**config.mk**
```make
export PLATFORM = sky130hd
export DESIGN_NAME = decoder_rr_arbiter
export DESIGN_NICKNAME = d
export VERILOG_FILES = /design/src/rtl/decoder_rr_arbiter.sv
export SDC_FILE = /design/constraint.sdc
export NUM_CORES = 1
export LEC_CHECK = 0
export CAP_MARGIN = 15
export CORE_MARGIN = 3
export CORE_UTILIZATION = 52
export CTS_CLUSTER_DIAMETER = 50
export DETAILED_ROUTE_END_ITERATION = 10
export PLACE_DENSITY = 0.91
export SLEW_MARGIN = 40
export SYNTH_ARGS = -nofsm -noshare
export SYNTH_HDL_FRONTEND = slang
export SYNTH_SLANG_ARGS = --single-unit
```
**constraint.sdc**
```tcl
create_clock -name clk -period 3.4 [get_ports clk]
set_clock_uncertainty 0.1 [all_clocks]
set_input_delay 0.68 -clock clk [delete_from_list [all_inputs] [get_ports clk]]
set_output_delay 0.68 -clock clk [all_outputs]
set_load 0.01 [all_outputs]
```
**src/rtl/decoder_rr_arbiter.sv**
```systemverilog
// Round-robin arbiter sharing a 2-to-4 decoder among four requesters.
// Drives registered decoder selects and one-hot grant, with a dead gap and optional hold limit.
module decoder_rr_arbiter #(
  parameter int unsigned MAX_HOLD = 8,
  parameter int unsigned CNT_W    = 4
) (
  input  logic       clk,
  input  logic       rst_n,
  input  logic [3:0] req,
  output logic       EN,
  output logic       A1,
  output logic       A0,
  output logic [3:0] gnt,
  output logic       busy,
  output logic       timeout
);

  typedef enum logic {
    IDLE  = 1'b0,
    GRANT = 1'b1
  } state_e;

  localparam bit               HOLD_EN   = (MAX_HOLD != 0);
  localparam logic [CNT_W-1:0] HOLD_LAST = HOLD_EN ? CNT_W'(MAX_HOLD - 1) : {CNT_W{1'b1}};

  state_e           state_q;
  logic [1:0]       ptr_q;
  logic [1:0]       own_q;
  logic [CNT_W-1:0] hold_cnt_q;
  logic             en_q;
  logic [3:0]       gnt_q;
  logic             timeout_q;

  logic             pick_vld_c;
  logic [1:0]       pick_idx_c;
  logic             expire_c;
  logic             own_req_c;

  // First requester at or after ptr; descending loop lets the nearest one win.
  always_comb begin
    pick_vld_c = 1'b0;
    pick_idx_c = ptr_q;
    for (int k = 3; k >= 0; k--) begin
      if (req[ptr_q + 2'(k)]) begin
        pick_vld_c = 1'b1;
        pick_idx_c = ptr_q + 2'(k);
      end
    end
  end

  assign expire_c  = HOLD_EN && (hold_cnt_q == HOLD_LAST);
  assign own_req_c = req[own_q];

  always_ff @(posedge clk) begin
    if (!rst_n) begin
      state_q    <= IDLE;
      ptr_q      <= 2'd0;
      own_q      <= 2'd0;
      hold_cnt_q <= '0;
      en_q       <= 1'b0;
      gnt_q      <= 4'b0000;
      timeout_q  <= 1'b0;
    end else begin
      timeout_q <= 1'b0;
      case (state_q)
        IDLE: begin
          if (pick_vld_c) begin
            state_q    <= GRANT;
            own_q      <= pick_idx_c;
            hold_cnt_q <= '0;
            en_q       <= 1'b1;
            gnt_q      <= 4'b0001 << pick_idx_c;
          end
        end
        GRANT: begin
          if (!own_req_c || expire_c) begin
            // own_q is kept so the decoder selects stay quiet during the gap.
            state_q   <= IDLE;
            ptr_q     <= own_q + 2'd1;
            en_q      <= 1'b0;
            gnt_q     <= 4'b0000;
            timeout_q <= own_req_c && expire_c;
          end else if (hold_cnt_q != HOLD_LAST) begin
            hold_cnt_q <= hold_cnt_q + CNT_W'(1);
          end
        end
        default: state_q <= IDLE;
      endcase
    end
  end

  assign EN       = en_q;
  assign {A1, A0} = own_q;
  assign gnt      = gnt_q;
  assign busy     = en_q;
  assign timeout  = timeout_q;

endmodule
```
# Word-level counts from Yosys, hierarchy flattened
# Cells that the tools add are included.
dict set report totals {
  regBits 15
  in_bits 6
  out_inout_bits 9
  elab_cells 64
}
dict set report classes {
  n_addsub 5
  n_lt_le_gt_ge 5
  n_eq_ne 6
  shift 1
  n_mux 31
  n_bitwise 1
  reduce_logical 8
}
# operator count
set op_table {}
lappend op_table {{$mux W4} 5}
lappend op_table {{$pmux W4 S2} 2}
lappend op_table {{$lt A2 B3 Y1 const B} 5}
lappend op_table {{$mux W1} 13}
lappend op_table {{$bmux W1 S2} 5}
lappend op_table {{$mux W2} 4}
lappend op_table {{$reduce_and A2 Y1} 3}
lappend op_table {{$reduce_and A3 Y1} 2}
lappend op_table {{$add A2 B1 Y2 const B} 2}
lappend op_table {{$add A2 B2 Y2 const B} 2}
lappend op_table {{$add A4 B1 Y4 const B} 1}
lappend op_table {{$eq A4 B3 Y1 const B} 1}
lappend op_table {{$ne A2 B1 Y1 const B} 2}
lappend op_table {{$ne A2 B2 Y1 const B} 2}
lappend op_table {{$ne A4 B3 Y1 const B} 1}
lappend op_table {{$pmux W1 S2} 2}
lappend op_table {{$shl A1 B2 Y4 const A} 1}
lappend op_table {{$logic_and A1 B1 Y1} 1}
lappend op_table {{$logic_not A1 Y1} 1}
lappend op_table {{$logic_or A1 B1 Y1} 1}
lappend op_table {{$not A1 Y1} 1}

# Longest topological paths before layout
dict set report logic_depth {
  word_depth 10
  depth_mapped 6
  ltp_nobuf 6
}

# Worst setup path before layout
# OpenSTA, ideal clock, no wires.
dict set report synth_timing {
  path_type {input -> register}
  startpoint {input port req[3]}
  endpoint {register gnt_q[3] (netlist: gnt[3])}
  setup_ps 118
  arrival_ps 1743
  required_time_ps 3182
  path_slack_ps 1439
  cell_stages 5
  cell_sequence {mux4_2 -> a21bo_1 -> and2_4 -> a32oi_1 -> nor2b_1}
}
dict set report synth_via {
  elab_chain_len 9
  word_cells_on_any_way 26
}
# item line_no
set synth_lines {}
lappend synth_lines {{start, declared} 9} ;# input logic [3:0] req,
lappend synth_lines {{$bmux W1 S2} 44} ;# if (req[ptr_q + 2'(k)]) begin
lappend synth_lines {{$mux W1 (implied by the code)} 44}
lappend synth_lines {{$mux W2 (4 in a row)} 44}
lappend synth_lines {{$shl A1 B2 Y4} 72} ;# gnt_q <= 4'b0001 << pick_idx_c;
lappend synth_lines {{$mux W4} 67} ;# if (pick_vld_c) begin
lappend synth_lines {{$pmux W4 S2} 65} ;# case (state_q)
lappend synth_lines {{end signal, assigned} 72}
lappend synth_lines {{end, declared} 31} ;# logic [3:0] gnt_q;
# Several ways; a longest one is shown, not always the timed one. The select of a mux whose other input is x is not followed.
# A chain may end at the register's enable or synchronous reset.

# Worst setup path after layout
# Same ends and word-level chain as after synthesis.

==> flow_summary.json <==
{
  "outcome": "finished clean",
  "setup_ws_ns": 1.08,
  "start_util": 0.607,
  "ant_nets": 0,
  "synthCells": 85,
  "drtIter0Drc": 22,
  "r2r-start": "own_q[1]",
  "ctsLongestPathBuffers": 2,
  "finalCritPeriodShare": 0.681,
  "clkLatencyLatePin_ns": 0.28,
  "syn-cell-area_um2": 738,
  "rsz0062_at_grt": "no",
  "maxCapViolCount": 0,
  "powerDensity_mw_per_mm2": 422,
  "syn_nets": 92,
  "power_frac_seq": 0.514,
  "finalSetupViolations": 0,
  "clk_pin_slew_ns": 0.09,
  "cts_made_buffers": 3,
  "comb_power_share": 0.219,
  "num-nets-final": 109,
  "die_area_mm2": 0.00191,
  "criticalPathCategory": "input pin to register",
  "r2r_setup_slack_ns": 1.55,
  "internal_power_mw": 0.276,
  "gp_congestion": 0.812,
  "die_h_um": 43.7,
  "syn_to_final_growth_pct": 23.4,
  "worstPathCellList": "clkdlybuf4s50_1, mux4_2, a21bo_1, and2_4, a32oi_1, nor2b_1",
  "vdd_ir_drop_max_uv": 295,
  "place_worst_setup_slack_ns": 0.807,
  "cts_tree": "built",
  "grt_overflow_total": 0,
  "switching_power_mw": 0.108,
  "cp.required_ns": 3.48,
  "post-cts-setup-buffer-count": 0,
  "place_hpwl_um": 1160,
  "io_pins": 15,
  "drive_gt1_frac": 0.0594,
  "slowest_stage": "mux4_2",
  "path_buf_inv": 1,
  "grt_use_total": 0.197,
  "rr_worst_depth": 5,
  "wirelength_um": 1590,
  "p_sw_frac": 0.282,
  "finalCriticalPeriod_ns": 2.32,
  "grt_pass1_vias": 635,
  "setup_tns_ns": 0,
  "endpoint": "gnt[3]",
  "start_kind": "input pin",
  "cts-root-buf": "clkbuf_4",
  "hold_path_class": "register to register",
  "synthDistinctLibCells": 29,
  "post-route-drc-count": 0,
  "worstMarginPinSlew_ns": 0.597,
  "synth.area.top_cells": "dfxtp_1, nor2b_1, nand2_1",
  "power_leakage_nw": 0.330,
  "yosysTopAreaCellShare": 0.407,
  "hold_ws_ns": 0.380,
  "routedWlPerCell_um": 13.8,
  "design_area_um2": 911,
  "post_synth.cell_area_avg_um2": 8.68,
  "critPathMaxFanout": 6,
  "dpl-instance-area_um2": 885,
  "crit_path_end_kind": "register",
  "startpoint": "req[3]",
  "critPathArrivalTime_ns": 2.40,
  "worst_path_dominant_cell_family": "multiplexers",
  "clkPwrFrac": 0.268,
  "first_pass_iters": 4,
  "ys_warn_count": 0,
  "antennaDiodeCount": 0,
  "r2r_end": "gnt[3]",
  "yosysTopAreaCell": "dfxtp_1",
  "htree_levels": 1,
  "num_rows": 12,
  "grt_antenna_before_repair": 0,
  "slew_headroom": 0.598,
  "vias": 658,
  "hold_viol": 0,
  "cts_hold_buf": 0,
  "synth-seq-area-share": 0.407,
  "path_depth": 6,
  "core_mm2": 0.00122,
  "grt_pass1_wl_um": 2770,
  "vias_per_cell": 5.72,
  "die_w_um": 43.7,
  "power_mw": 0.385,
  "clock_sinks": 15,
  "cpPeakStageDelay_ns": 0.56,
  "synth-seq-cells": 15,
  "cts_resized": 0,
  "final.fill_count": 100,
  "port_buffers": 14,
  "max_freq_ghz": 0.432,
  "maxSlewViolCount": 0,
  "grt_max_degree": 18
}
[flip-flops by register name, summed over array words and instances (netlist names)]
| signal | flops |
|---|---|
| gnt | 4 |
| hold_cnt_q | 4 |
| own_q | 2 |
| ptr_q | 2 |
| EN | 1 |
| state_q | 1 |
| timeout | 1 |
[cell usage after synthesis]
| library cell | n |
|---|---|
| mux4_2 | 1 |
| o21ai_0 | 6 |
| and3_1 | 1 |
| ha_1 | 1 |
| nor2_1 | 5 |
| o211ai_1 | 1 |
| xnor2_1 | 2 |
| nor3_1 | 1 |
| dfxtp_1 | 15 |
| a32oi_1 | 1 |
| nand3b_1 | 4 |
| a21boi_1 | 1 |
| o31ai_1 | 1 |
| a21boi_0 | 4 |
| buf_4 | 1 |
| clkbuf_1 | 1 |
| nand4_1 | 1 |
| a21o_1 | 1 |
| and3_4 | 1 |
| nand3_1 | 2 |
| nand2_1 | 13 |
| a21bo_1 | 1 |
| and2_4 | 1 |
| a21oi_1 | 3 |
| and2_1 | 2 |
| nor3b_1 | 2 |
| nor2b_1 | 9 |
| a2bb2oi_1 | 1 |
| or3_1 | 2 |
[tightest hold or removal path: cells and delay by family (launching register included)]
| family | cells | cell delay [ns] |
|---|---|---|
| AO/OA/AOI/OAI | 1 | 0.07 |
| flip-flops | 1 | 0.32 |
| AND/OR/NAND/NOR | 1 | 0.05 |
[kinds of logic after synthesis]
kind of cell,Yosys count,share of synthesized area
simple gates,44,0.327
compound gates,20,0.180
flops,15,0.407
xor+xnor,2,0.0237
buf+inv,2,0.0153
mux,1,0.0305
fa+ha+maj,1,0.0169
[metal layers]
layer	track usage	part of all wire	vias up
met5	0	0	-
met4	0.0904	0.0088	0
met1	0.237	0.47	303
li1	-	-	331
met2	0.317	0.46	22
met3	0.0622	0.055	2
[area by class of cell]
type                       count  area, µm²  area share
clock buffer                   4       26.3      0.0288
multi-input combinational     68        427       0.468
sequential                    15        300       0.330
tap                           14       17.5      0.0192
timing repair buffer          14        140       0.154
[worst min-delay path by stage]
stage,from,end,slack [ns],cells after the start
after floorplan,hold_cnt_q[0],hold_cnt_q[0],0.36,2
after global placement,gnt[0],gnt[0],0.36,2
after detailed placement,gnt[1],gnt[1],0.37,2
after CTS,gnt[2],gnt[2],0.38,2
after global routing,gnt[2],gnt[2],0.40,2
final,gnt[1],gnt[1],0.38,2
[layout by cell type (no fill, tap or decap), types with 2 or more instances in the layout]
master / Yosys / final
a21boi_0: 4 / 4
a21oi_1: 3 / 3
and2_1: 2 / 2
clkbuf_4: 0 / 3
clkdlybuf4s50_1: 0 / 14
dfxtp_1: 15 / 15
nand2_1: 13 / 13
nand3_1: 2 / 2
nand3b_1: 4 / 4
nor2_1: 5 / 5
nor2b_1: 9 / 9
nor3b_1: 2 / 2
o21ai_0: 6 / 6
or3_1: 2 / 2
xnor2_1: 2 / 2
[through the flow]
stage,cells,utilization
after CTS,115,0.749
after floorplan,85,-
final,115,0.749
after global routing,115,0.749
after detailed placement,111,0.727
after global placement,111,0.727
[power by group through the flow]
stage | clock network, mW | logic (mW) | registers (mW)
global route | 0.116 | 0.0936 | 0.199
global placement | 0 | 0.0808 | 0.201
detailed placement | 0 | 0.0836 | 0.201
floorplan | 0 | 0.0479 | 0.203
finish | 0.103 | 0.0841 | 0.198
CTS | 0.105 | 0.0841 | 0.197
No activity file was read; power rests on OpenSTA's default activity.
